==> config.mk <==
export PLATFORM = sky130hd
export DESIGN_NAME = fir_tap_sequencer
export DESIGN_NICKNAME = d
export VERILOG_FILES = /design/src/rtl/fir_tap_sequencer.sv
export SDC_FILE = /design/constraint.sdc
export NUM_CORES = 1
export LEC_CHECK = 0
export ABC_CLOCK_PERIOD_IN_PS = 3200
export CAP_MARGIN = 25
export CORE_MARGIN = 2
export CORE_UTILIZATION = 35
export CTS_BUF_LIST = sky130_fd_sc_hd__clkbuf_16
export CTS_CLUSTER_SIZE = 40
export DETAILED_ROUTE_END_ITERATION = 8
export HOLD_SLACK_MARGIN = 0.1
export SETUP_SLACK_MARGIN = 0.02
export SLEW_MARGIN = 20
export SYNTH_ARGS = -nofsm -noshare
export SYNTH_HDL_FRONTEND = slang
export SYNTH_SLANG_ARGS = --single-unit
==> constraint.sdc <==
create_clock -name clk -period 3.2 [get_ports clk]
set_input_delay 0.8 -clock clk [delete_from_list [all_inputs] [get_ports clk]]
set_output_delay 0.8 -clock clk [all_outputs]
set_load 0.05 [all_outputs]
==> src/rtl/fir_tap_sequencer.sv <==
// Upstream control/data stage for a MAC pair. It holds the FIR delay line and the coefficients,
// and walks TAPS sample/coefficient pairs for each sample. Takes TAPS+3 cycles per sample; in_ready stays low while busy.
module fir_tap_sequencer #(
    parameter int W    = 16,
    parameter int TAPS = 8,
    parameter int AW   = 3
) (
    input  logic          clk,
    input  logic          clear,
    input  logic          in_valid,
    input  logic [W-1:0]  in_sample,
    output logic          in_ready,
    input  logic          coef_we,
    input  logic [AW-1:0] coef_addr,
    input  logic [W-1:0]  coef_data,
    output logic [W-1:0]  tap_sample,
    output logic [W-1:0]  tap_coef,
    output logic          acc_load,
    output logic          busy,
    output logic          out_valid
);

    typedef enum logic [1:0] {
        IDLE  = 2'd0,
        PRIME = 2'd1,
        RUN   = 2'd2,
        DONE  = 2'd3
    } state_t;

    localparam logic [AW-1:0] LAST_K = AW'(TAPS - 1);

    state_t        state_q;
    logic [AW-1:0] wptr_q;
    logic [AW-1:0] newest_q;
    logic [AW-1:0] k_q;
    logic          acc_load_q;
    logic          out_valid_q;
    logic          busy_q;
    logic          in_ready_q;

    logic [W-1:0]  smp_q  [TAPS];
    logic [W-1:0]  coef_q [TAPS];

    logic          accept_d;
    logic          coef_wr_d;
    logic [AW-1:0] rd_idx_d;

    // in_ready_q is high exactly in IDLE, so it gates both sample and coefficient writes.
    assign accept_d  = in_ready_q && in_valid;
    assign coef_wr_d = in_ready_q && coef_we;
    assign rd_idx_d  = newest_q - k_q;

    always_ff @(posedge clk) begin
        if (clear) begin
            state_q     <= IDLE;
            wptr_q      <= '0;
            newest_q    <= '0;
            k_q         <= '0;
            acc_load_q  <= 1'b0;
            out_valid_q <= 1'b0;
            busy_q      <= 1'b0;
            in_ready_q  <= 1'b1;
        end else begin
            case (state_q)
                IDLE: begin
                    if (accept_d) begin
                        newest_q   <= wptr_q;
                        wptr_q     <= wptr_q + AW'(1);
                        state_q    <= PRIME;
                        acc_load_q <= 1'b1;
                        busy_q     <= 1'b1;
                        in_ready_q <= 1'b0;
                    end
                end
                PRIME: begin
                    k_q        <= '0;
                    acc_load_q <= 1'b0;
                    state_q    <= RUN;
                end
                RUN: begin
                    if (k_q == LAST_K) begin
                        state_q     <= DONE;
                        out_valid_q <= 1'b1;
                    end else begin
                        k_q <= k_q + AW'(1);
                    end
                end
                DONE: begin
                    state_q     <= IDLE;
                    out_valid_q <= 1'b0;
                    busy_q      <= 1'b0;
                    in_ready_q  <= 1'b1;
                end
                default: begin
                    state_q     <= IDLE;
                    acc_load_q  <= 1'b0;
                    out_valid_q <= 1'b0;
                    busy_q      <= 1'b0;
                    in_ready_q  <= 1'b1;
                end
            endcase
        end
    end

    // Delay line and coefficient file; the write pointer wraps naturally at AW bits.
    always_ff @(posedge clk) begin
        if (clear) begin
            for (int i = 0; i < TAPS; i++) begin
                smp_q[i]  <= '0;
                coef_q[i] <= '0;
            end
        end else begin
            if (accept_d) begin
                smp_q[wptr_q] <= in_sample;
            end
            if (coef_wr_d) begin
                coef_q[coef_addr] <= coef_data;
            end
        end
    end

    assign tap_sample = (state_q == RUN) ? smp_q[rd_idx_d] : '0;
    assign tap_coef   = (state_q == RUN) ? coef_q[k_q]     : '0;
    assign acc_load   = acc_load_q;
    assign out_valid  = out_valid_q;
    assign busy       = busy_q;
    assign in_ready   = in_ready_q;

endmodule

==> key figures, run 1 <==
Status
  • Status: complete, but fails checks
  • Failing checks: setup timing

Place
  • Post-place setup slack: 171 ps
  • Area of placed instances: 0.0144 mm2
  • HPWL Detailed: 17.0 mm
  • GP Congestion: 0.766
  • PortBufs: 74

CTS
  • CTS tree: built
  • Num CTS Buffers: 31
  • CTS sink cnt: 274
  • Clock latency on the worst-skew pair: 560 ps
  • Clock slew at reported path FFs: 60 ps
  • CTS max path bufs: 3
  • Htree depth: 1
  • Root Buffer: clkbuf_16

GRT
  • Global-route wire length before repair: 44.8 mm
  • GRT overflow: 0
  • Antenna violations before repair: 1
  • Vias in the first global route: 7,240
  • Largest net degree at the start of global routing: 40
  • Tot GR Track Use: 15.7%

Drt
  • DR vias/cell: 4.91
  • Initial DRC Count: 445
  • Drt total wl: 29.6 mm
  • Post-DR wirelength/cell: 21.1 um
  • Drt drc: 0
  • ANT nets after route: 0
  • First-pass iteration count of the detailed router: 4
  • Via count: 6,907

Timing
  • Slew HR: 59.6%
  • Tcrit/Tclk final: 109%
  • Worst Tran Pin Value: 606 ps
  • Tmin final: 3500 ps
  • Fmax: 286 MHz
  • Setup slack after layout: -299 ps
  • Setup Viol. Count Final: 16
  • Max-slew violations: 0
  • Final hold vios: 0
  • RSZ-0062 raised after global routing: yes
  • Layout Skew: 11.4 ps
  • Hold_ws: 469 ps

Power and ir drop
  • Clock Power Share: 32.1%
  • Power per cell area: 666 mW/mm2
  • VDD IR-drop max: 0.499 mV
  • Comb pwr share: 27.2%
  • Sequential share of power: 40.8%
  • Leakage: 5.60 nW
  • Switching share of power: 28.1%
  • P_sw: 2.93 mW
  • Int Power: 7.51 mW

Floorplan
  • Die Area: 0.0374 mm2
  • Die H: 194 um
  • Row count: 69
  • Die Width: 194 um
  • I/O Pins: 75
  • Initial Utilization: 35.4%
  • CORE AREA: 0.0355 mm2

Synth
  • Ys flop type: edfxtp_1
  • Yosys warning count: 0
  • Syn Std Cell Area: 0.0126 mm2
  • Synthesized instance count: 814
  • Library cells used by synthesis: 37
  • Mean Syn Cell Area: 15.4 um2
  • Number of synthesized register bits: 274
  • Post-synth EDFFs: 256
  • Top area cells in the synthesized netlist: edfxtp_1 (61%), and2_1 (13%), mux4_2 (11%), dfxtp_1 (2.9%), mux2i_1 (2.5%)
  • Register area share after synthesis: 64.0%
  • Syn_nets: 863
  • Post-synth top area cell: edfxtp_1
  • Post-synth ARST share: 0%
  • Top-area cell type share of the netlist area: 61.2%

Min path
  • Hold Crit Start: newest_q[2]
  • Hold WC Path Type: reg -> reg
  • Hold path endpoint: newest_q[2]
  • Hold depth: 2

Worst setup path
  • Maximum fanout along the worst path: 5
  • R2R setup slack: 1280 ps
  • WP data arrival: 2700 ps
  • CP peak stage delay: 590 ps
  • Reg2reg end: smp_q[2][7]
  • R2R Path Start: in_ready
  • Crit path buffers/inverters: 5
  • Top Family by Delay on Critical Path: adder cells
  • Crit end category: primary output
  • R2R depth: 3
  • Crit path launch type: register
  • Critical path's slowest cell: fa_2
  • Critical path class: reg -> out
  • Data required, critical path: 2400 ps
  • Worst-path cell chain: inv_2, ha_4, inv_2, fa_2, buf_12, buf_16, mux4_2, mux2i_2, nor2b_2, buf_12

Final layout
  • Design area: 0.0157 mm2
  • FF+latch area: 0.00805 mm2
  • Final nets: 969
  • Multi-input gate area: 0.00442 mm2
  • Layout cells sized above 1: 25.4%
  • Post-layout util: 44.2%
  • Area Overhead vs Synth: 24.7%
  • Fillers: 3,125

Job
  • Max-cap check violation count: 0
## what timing repair did
item | CTS | global route
buffers inserted | 5 | 0
cloned | 4 | 1
setup endpoints to repair | 16 | 17
resized for setup | 19 | 3
hold buffers | 0 | 0
pin swaps | 2 | 1
## cell type report
type,count,share of cell area [%]
Sequential cell,274,51.4
Multi-Input combinational cell,490,28.2
Timing Repair Buffer,118,10.5
Clock buffer,31,4.95
Tap cell,461,3.68
Clock inverter,27,1.21
Inverter,5,0.120
Antenna cell,1,0.0160
## state kept, by name (all words and copies together), names as in the netlist, 2 cells and up, named ones only
register / cells
coef_q: 128
smp_q: 128
k_q: 3
newest_q: 3
wptr_q: 3
state_q: 2
## worst max path at each step
stage | from | endpoint | cells past startpoint
finish | newest_q[0] | tap_sample[3] | 10
detailed placement | k_q[0] | tap_sample[8] | 8
floorplan | k_q[0] | tap_sample[1] | 7
CTS | newest_q[0] | tap_sample[14] | 11
global placement | k_q[0] | tap_sample[5] | 8
global route | newest_q[0] | tap_sample[15] | 10
## power by group through the flow
stage          logic [mW]  clock network [mW]  registers, mW
2_1_floorplan        1.60                   0           4.32
3_3_place_gp         2.54                   0           4.32
3_5_place_dp         2.55                   0           4.32
4_1_cts              2.87                3.41           4.25
5_1_grt              3.03                3.53           4.28
6_report             2.84                3.35           4.26
## cells in the final DEF (no fill, tap or decap), types with 2 or more instances in the layout
master,n
inv_2,2
a21oi_1,10
ha_1,8
mux2i_4,3
a211oi_1,2
edfxtp_1,256
inv_1,15
mux2i_2,6
nand4bb_1,2
mux2i_1,23
nand2_1,14
nand2b_1,5
mux4_2,64
nor2_4,4
buf_12,44
inv_6,2
nor3_2,4
nor2b_2,16
clkinv_2,4
nand3b_1,2
buf_16,4
buf_4,27
bufinv_16,2
or4b_4,2
dfxtp_2,3
nand4b_1,2
and2_1,257
dfxtp_1,15
or2_2,16
nor2_1,13
clkbuf_16,32
clkinv_1,5
nor3_1,2
nand3_1,2
nor2b_1,18
clkdlybuf4s50_1,42
o21ai_0,4
## logic make-up (layout without fill, tap and decap cells)
group | Yosys count | count (layout) | share of synthesized area [%]
adder cells (fa/ha/maj) | 10 | 10 | 1.06
buffers and inverters | 50 | 181 | 1.74
multiplexers | 96 | 96 | 14.0
AND/OR/NAND/NOR | 361 | 361 | 17.9
flip-flops | 274 | 274 | 64.0
XOR/XNOR | 3 | 3 | 0.319
other | 0 | 1 | 0
AO/OA/AOI/OAI | 20 | 20 | 0.926
## per-layer routing
metal  up-vias  GRT usage [%]  wire [um]
met1      3508           21.3      13100
li1       3188              -          -
met5         -              0          0
met3        37           2.62       1410
met2       174           26.2      14600
met4         0           4.30        528
## Yosys cell counts (4+ instances only)
cell type,count
nand2_1,14
o21ai_0,4
ha_1,9
buf_2,13
dfxtp_1,18
and2_1,257
nor3_2,4
inv_1,5
buf_4,4
nor2_4,4
or2_2,16
mux4_2,64
clkbuf_1,27
nor2_1,13
a21oi_1,10
edfxtp_1,256
nand2b_1,5
nor2b_1,34
mux2i_1,32
## per-stage QoR
step / TNS (ps) / instances / power [mW]
finish: -4190 / 1407 / 10.4
global route: -6070 / 1407 / 10.8
CTS: -5370 / 1406 / 10.5
detailed placement: 0 / 1339 / 6.87
global placement: 0 / 1339 / 6.86
floorplan: 0 / 814 / 5.92
## tightest hold or removal path, stage by stage, from the launching register on
cell and delay [ps]:
dfxtp_1 310, nand2_1 50, a21oi_1 60
Note: power is estimated with default switching activity, not from simulation.
==> run 2, diff against run 1 <==
--- a/config.mk
+++ b/config.mk
@@ -7,7 +7,7 @@
 export LEC_CHECK = 0
 export ABC_CLOCK_PERIOD_IN_PS = 3200
 export CAP_MARGIN = 25
-export CORE_MARGIN = 2
+export CORE_MARGIN = 10
 export CORE_UTILIZATION = 35
 export CTS_BUF_LIST = sky130_fd_sc_hd__clkbuf_16
 export CTS_CLUSTER_SIZE = 40
==> run 2 against run 1 <==
Against the previous run:
- the run still ends with setup timing left
- cell count shrank 0.57%
- first-iteration DRC count shrank 7.6%
- worst setup slack gained 48 ps
==> key figures, run 2 (synthesized netlist as in run 1, its figures left out) <==
Worst setup path
  • R2R Path Start: wptr_q[0] (was in_ready)
  • WP depth: 10 (unchanged)
  • Top Family by Delay on Critical Path: adder cells (unchanged)
  • Critical path's slowest cell: fa_2 (unchanged)
  • Critical path class: reg -> out (unchanged)
  • Worst-path cell chain: inv_2, ha_4, inv_2, fa_2, buf_12, buf_16, mux4_2, mux2i_1, nor2b_2, buf_12 (was inv_2, ha_4, inv_2, fa_2, buf_12, buf_16, mux4_2, mux2i_2, nor2b_2, buf_12)
  • Reg2reg end: smp_q[0][6] (was smp_q[2][7])
  • R2R depth: 4 (was 3)
  • Crit path launch type: register (unchanged)
  • R2R setup slack: 1280 ps (about the same)
  • Critical path origin: newest_q[0] (unchanged)
  • CP peak stage delay: 580 ps (was 590 ps)
  • Crit path buffers/inverters: 5 (unchanged)
  • Maximum fanout along the worst path: 8 (was 5)
  • Data required, critical path: 2400 ps (about the same)
  • Crit end category: primary output (unchanged)
  • WP data arrival: 2650 ps (was 2700 ps)

Timing
  • Fmax: 290 MHz (was 286 MHz)
  • RSZ-0062 raised after global routing: yes (unchanged)
  • Max-slew violations: 0 (unchanged)
  • Final hold vios: 0 (unchanged)
  • Setup slack after layout: -251 ps (was -299 ps)
  • Tmin final: 3450 ps (was 3500 ps)
  • Setup Viol. Count Final: 16 (unchanged)
  • Slew HR: 61.0% (was 59.6%)
  • Tcrit/Tclk final: 108% (was 109%)
  • Worst Tran Pin Value: 586 ps (was 606 ps)
  • Layout Skew: 15.1 ps (was 11.4 ps)

Floorplan
  • I/O Pins: 75 (unchanged)
  • Die Width: 210 um (was 194 um)
  • CORE AREA: 0.0355 mm2 (unchanged)
  • Die H: 210 um (was 194 um)
  • Die Area: 0.0439 mm2 (was 0.0374 mm2)
  • Initial Utilization: 35.4% (unchanged)
  • Row count: 69 (unchanged)

Final layout
  • Final nets: 964 (was 969)
  • Layout cells sized above 1: 24.3% (was 25.4%)
  • Area Overhead vs Synth: 23.3% (was 24.7%)
  • Fin cells: 1,399 (was 1,407)
  • Regs by FF count: coef_q: 128 flops, smp_q: 128 flops (unchanged)
  • Most frequent cells in the layout: and2_1 (257), edfxtp_1 (256), mux4_2 (64), clkdlybuf4s50_1 (42), buf_12 (40) (was and2_1 (257), edfxtp_1 (256), mux4_2 (64), buf_12 (44), clkdlybuf4s50_1 (42))
  • Commonest non-fill, non-tap cell in the layout: and2_1 (unchanged)
  • Post-layout util: 43.7% (was 44.2%)

CTS
  • Cts-stage hold buffer count: 0 (unchanged)
  • CTS tree: built (unchanged)
  • CTS sink cnt: 274 (unchanged)
  • Clock latency on the worst-skew pair: 550 ps (was 560 ps)
  • Htree depth: 1 (unchanged)
  • Root Buffer: clkbuf_16 (unchanged)
  • Num CTS Buffers: 30 (was 31)
  • Clock slew at reported path FFs: 60 ps (about the same)
  • CTS max path bufs: 3 (unchanged)

Place
  • Post-place setup slack: 177 ps (was 171 ps)
  • PortBufs: 74 (unchanged)
  • GP Congestion: 0.722 (was 0.766)
  • HPWL Detailed: 17.7 mm (was 17.0 mm)
  • Dpl cells: 1,340 (was 1,339)

Power and ir drop
  • Switching share of power: 27.6% (was 28.1%)
  • P_sw: 2.83 mW (was 2.93 mW)
  • VDD IR-drop max: 0.290 mV (was 0.499 mV)
  • Leakage: 5.52 nW (was 5.60 nW)
  • Tot Pwr: 10.3 mW (was 10.4 mW)
  • Int Power: 7.43 mW (was 7.51 mW)
  • Power per cell area: 662 mW/mm2 (was 666 mW/mm2)
  • Comb pwr share: 25.9% (was 27.2%)
  • Clock Power Share: 32.5% (was 32.1%)
  • Sequential share of power: 41.5% (was 40.8%)

Drt
  • Post-DR wirelength/cell: 21.4 um (was 21.1 um)
  • ANT nets after route: 0 (unchanged)
  • First-pass iteration count of the detailed router: 4 (unchanged)
  • DR vias/cell: 4.90 (was 4.91)
  • Drt drc: 0 (unchanged)
  • Initial DRC Count: 411 (was 445)
  • Drt total wl: 29.9 mm (was 29.6 mm)
  • Via count: 6,862 (was 6,907)

Min path
  • Hold depth: 2 (unchanged)
  • Hold WC Path Type: reg -> reg (unchanged)
  • Hold Crit Start: newest_q[0] (was newest_q[2])
  • Hold path endpoint: newest_q[0] (was newest_q[2])

GRT
  • Vias in the first global route: 7,428 (was 7,240)
  • Global-route wire length before repair: 46.1 mm (was 44.8 mm)
  • Antenna violations before repair: 2 (was 1)
  • GRT overflow: 0 (unchanged)
  • Tot GR Track Use: 13.6% (was 15.7%)
  • Largest net degree at the start of global routing: 33 (was 40)

Job
  • Max-cap check violation count: 0 (unchanged)

Status
  • Status: complete, but fails checks (unchanged)
  • Failing checks: setup timing (unchanged)
-- run 2: changes by cell type in the layout (fill, tap and decap cells not counted), sizes merged --
cell,before,now
buf,75,72
bufinv,2,3
clkinvlp,1,2
clkbuf,32,31
inv,20,15
clkinv,9,8
-- run 2: routing by layer --
layer / GRT usage [%] / part of all wire [%] / vias up
met5: 0 / 0.043 / -
met4: 2.90 / 1.3 / 2
met3: 2.48 / 4.4 / 25
met2: 23.1 / 50 / 114
met1: 17.8 / 44 / 3531
li1: - / - / 3190
-- run 2: worst max path at each step --
stage,to
floorplan,tap_sample[1]
global placement,tap_sample[6]
detailed placement,tap_sample[6]
CTS,tap_sample[2]
global route,tap_sample[2]
finish,tap_sample[2]
-- run 2: per-stage QoR --
| step | instance area (um2) | setup TNS (ps) | hold slack, ps |
|---|---|---|---|
| 2_1_floorplan | 12600 | 0 | 436 |
| 3_3_place_gp | 14400 | 0 | 449 |
| 3_5_place_dp | 14400 | 0 | 453 |
| 4_1_cts | 15500 | -4380 | 464 |
| 5_1_grt | 15500 | -5230 | 475 |
| 6_report | 15500 | -3650 | 463 |
-- run 2: cell type report --
type / count / area, um2
sequential: 274 / 8050
tap: 461 / 577
fill: 3121 / 20000
clock buffer: 31 / 776
timing repair buffer: 114 / 1510
multi-input combinational: 490 / 4390
inverter: 5 / 18.8
antenna: 1 / 2.50
clock inverter: 23 / 175
-- run 2: tightest hold or removal path, stage by stage (launching register included) --
cell and delay [ps]:
dfxtp_2 320, nand2_1 50, a21oi_1 50
-- run 2: timing repair --
| action | 4_1_cts | 5_1_grt |
|---|---|---|
| gates cloned | 2 | 0 |
| pin swaps | 2 | 1 |
| gates resized for setup | 15 | 2 |
| endpoints found under the setup margin | 17 | 20 |
| hold endpoints to repair | 0 | 0 |
| setup buffers | 2 | 0 |
-- run 2: power by group through the flow --
stage	clock network [mW]	logic (mW)	registers (mW)
global placement	0	2.52	4.33
detailed placement	0	2.53	4.33
global route	3.55	2.86	4.29
floorplan	0	1.60	4.32
CTS	3.40	2.71	4.26
finish	3.34	2.66	4.26
==> run 3, diff against run 2 <==
--- a/config.mk
+++ b/config.mk
@@ -7,9 +7,9 @@
 export LEC_CHECK = 0
 export ABC_CLOCK_PERIOD_IN_PS = 3200
 export CAP_MARGIN = 25
-export CORE_MARGIN = 10
 export CORE_UTILIZATION = 35
 export CTS_BUF_LIST = sky130_fd_sc_hd__clkbuf_16
+export CTS_CLUSTER_DIAMETER = 150
 export CTS_CLUSTER_SIZE = 40
 export DETAILED_ROUTE_END_ITERATION = 8
 export HOLD_SLACK_MARGIN = 0.1
==> run 3 against run 2 <==
Against the previous run:
- maximum frequency increased by 0.40%
- sequential power about the same
- the run still ends with setup timing left
- clock-buffer cell count decreased by 20
- via count decreased by 2.3%
- clock skew increased by 6.0 ps
- first-iteration DRC count increased by 26%
- critical path depth unchanged
- sequential cell count unchanged
- highest routed layer is now met4
- cell area decreased by 4.2%
==> key figures, run 3 (synthesized netlist as in run 1, its figures left out) <==
Job
  • Max-cap check violation count: 0 (unchanged)

CTS
  • Clock latency on the worst-skew pair: 510 ps (was 550 ps)
  • Clock slew at reported path FFs: 140 ps (was 60 ps)
  • CTS tree: built (unchanged)
  • Num CTS Buffers: 10 (was 30)
  • CTS max path bufs: 3 (unchanged)
  • Root Buffer: clkbuf_16 (unchanged)
  • Htree depth: 1 (unchanged)
  • CTS sink cnt: 274 (unchanged)

Floorplan
  • Row count: 69 (unchanged)
  • I/O Pins: 75 (unchanged)
  • Die H: 192 um (was 210 um)
  • Initial Utilization: 35.4% (unchanged)
  • CORE AREA: 0.0355 mm2 (unchanged)
  • Die Width: 192 um (was 210 um)
  • Die Area: 0.0367 mm2 (was 0.0439 mm2)

Power and ir drop
  • Switching share of power: 29.3% (was 27.6%)
  • Sequential share of power: 49.1% (was 41.5%)
  • P_sw: 2.53 mW (was 2.83 mW)
  • Int Power: 6.09 mW (was 7.43 mW)
  • VDD IR-drop max: 0.360 mV (was 0.290 mV)
  • Clock Power Share: 19.8% (was 32.5%)
  • Power per cell area: 580 mW/mm2 (was 662 mW/mm2)
  • Comb pwr share: 31.1% (was 25.9%)
  • Leakage: 5.19 nW (was 5.52 nW)

Worst setup path
  • R2R Path Start: in_ready (was wptr_q[0])
  • Data required, critical path: 2400 ps (about the same)
  • Crit end category: primary output (unchanged)
  • R2R setup slack: 1360 ps (was 1280 ps)
  • Worst-path cell chain: inv_2, ha_4, inv_2, fa_2, buf_4, buf_12, mux4_2, mux2i_2, nor2b_2, buf_12 (was inv_2, ha_4, inv_2, fa_2, buf_12, buf_16, mux4_2, mux2i_1, nor2b_2, buf_12)
  • Reg2reg end: smp_q[6][12] (was smp_q[0][6])
  • WP data arrival: 2640 ps (was 2650 ps)
  • Crit path launch type: register (unchanged)
  • Crit path buffers/inverters: 5 (unchanged)
  • Critical path's slowest cell: fa_2 (unchanged)
  • Maximum fanout along the worst path: 8 (unchanged)
  • Critical path origin: newest_q[0] (unchanged)
  • Critical path class: reg -> out (unchanged)
  • Top Family by Delay on Critical Path: adder cells (unchanged)
  • R2R depth: 4 (unchanged)
  • Timing endpoint of the critical path: tap_sample[15] (was tap_sample[2])
  • CP peak stage delay: 560 ps (was 580 ps)
  • WP depth: 10 (unchanged)

Final layout
  • Most frequent cells in the layout: and2_1 (257), edfxtp_1 (256), mux4_2 (64), clkdlybuf4s50_1 (42), buf_12 (40) (unchanged)
  • Design area: 0.0148 mm2 (was 0.0155 mm2)
  • Regs by FF count: coef_q: 128 flops, smp_q: 128 flops (unchanged)
  • Fillers: 3,147 (was 3,121)
  • Commonest non-fill, non-tap cell in the layout: and2_1 (unchanged)
  • Layout cells sized above 1: 22.7% (was 24.3%)
  • Area Overhead vs Synth: 18.1% (was 23.3%)
  • Final nets: 944 (was 964)
  • Post-layout util: 41.8% (was 43.7%)

GRT
  • GRT overflow: 0 (unchanged)
  • Global-route wire length before repair: 42.9 mm (was 46.1 mm)
  • Tot GR Track Use: 15.9% (was 13.6%)
  • Vias in the first global route: 6,890 (was 7,428)
  • Largest net degree at the start of global routing: 42 (was 33)
  • Antenna violations before repair: 1 (was 2)

Min path
  • Hold WC Path Type: reg -> reg (unchanged)
  • Hold Crit Start: newest_q[0] (unchanged)
  • Hold depth: 2 (unchanged)

Drt
  • DR vias/cell: 4.93 (was 4.90)
  • ANT nets after route: 0 (unchanged)
  • Post-Route M1 WL: 13.2 mm (about the same)
  • Drt total wl: 28.5 mm (was 29.9 mm)
  • Met2 wire length: 14.0 mm (was 15.0 mm)
  • Wire length on met3: 1.03 mm (was 1.32 mm)
  • Via count: 6,704 (was 6,862)
  • Initial DRC Count: 518 (was 411)
  • Drt drc: 0 (unchanged)
  • Max Used Layer: met4 (was met5)
  • First-pass iteration count of the detailed router: 5 (was 4)
  • Post-DR wirelength/cell: 20.9 um (was 21.4 um)

Timing
  • Fmax: 291 MHz (was 290 MHz)
  • Tmin final: 3440 ps (was 3450 ps)
  • Final hold vios: 0 (unchanged)
  • Setup Viol. Count Final: 16 (unchanged)
  • Hold_ws: 477 ps (was 463 ps)
  • Max-slew violations: 0 (unchanged)
  • Setup slack after layout: -237 ps (was -251 ps)
  • RSZ-0062 raised after global routing: yes (unchanged)
  • Layout Skew: 21.2 ps (was 15.1 ps)
  • Tcrit/Tclk final: 107% (was 108%)
  • Slew HR: 61.5% (was 61.0%)
  • Worst Tran Pin Value: 577 ps (was 586 ps)

Place
  • HPWL Detailed: 17.0 mm (was 17.7 mm)
  • Area of placed instances: 0.0144 mm2 (about the same)
  • PortBufs: 74 (unchanged)
  • GP Congestion: 0.728 (was 0.722)
  • Post-place setup slack: 180 ps (was 177 ps)

Status
  • Failing checks: setup timing (unchanged)
  • Status: complete, but fails checks (unchanged)
==> run 3: changes by cell type in the layout (fill, tap and decap cells not counted), moves of 2 or more <==
| cell | change |
|---|---|
| bufinv_16 | -3 |
| clkbuf_16 | -20 |
| clkinv_1 | -6 |
| clkinv_2 | -2 |
| clkinvlp_4 | -2 |
| inv_1 | -6 |
| mux2i_1 | -2 |
| mux2i_2 | +3 |
==> run 3: how the worst min path moves through the flow <==
stage                        to  slack (ps)
detailed placement  newest_q[0]         450
global route        newest_q[0]         510
CTS                 newest_q[0]         470
floorplan           newest_q[0]         440
global placement    newest_q[0]         450
finish              newest_q[0]         480
==> run 3: tightest hold or removal path: stages, from the launching register on <==
cell and delay [ps]:
dfxtp_2 360, nand2_1 50, a21oi_1 50
==> run 3: repair_timing <==
item                       4_1_cts  5_1_grt
setup buffers                    4        1
hold buffers                     0        0
setup endpoints to repair       16       16
pin swaps                        2        1
cloned                           3        0
gates resized for setup         18        3
==> run 3: layout make-up <==
class                           count  area [um2]  area share [%]
Tap cell                          461         577            3.88
Timing Repair Buffer              114        1510            10.2
Inverter                            5        18.8           0.126
Sequential cell                   274        8050            54.2
Clock inverter                      5        23.8           0.160
Multi-Input combinational cell    490        4390            29.6
Clock buffer                       11         275            1.85
Antenna cell                        1        2.50          0.0169
==> run 3: routing by layer <==
metal / up-vias / GRT usage (%)
met5: - / 0
met3: 17 / 1.65
met4: 0 / 2.99
li1: 3108 / -
met2: 144 / 26.6
met1: 3435 / 22.4
==> run 3: through the flow <==
stage	instances	TNS, ps	total power [mW]
global route	1361	-5040	8.95
global placement	1338	0	6.83
floorplan	814	0	5.92
CTS	1361	-4480	8.72
detailed placement	1338	0	6.85
finish	1361	-3360	8.62
==> run 3: power by group through the flow <==
stage | sequential [mW] | combinational [mW] | clock (mW)
2_1_floorplan | 4.32 | 1.60 | 0
3_3_place_gp | 4.30 | 2.52 | 0
3_5_place_dp | 4.31 | 2.54 | 0
4_1_cts | 4.23 | 2.76 | 1.73
5_1_grt | 4.26 | 2.85 | 1.84
6_report | 4.23 | 2.68 | 1.70
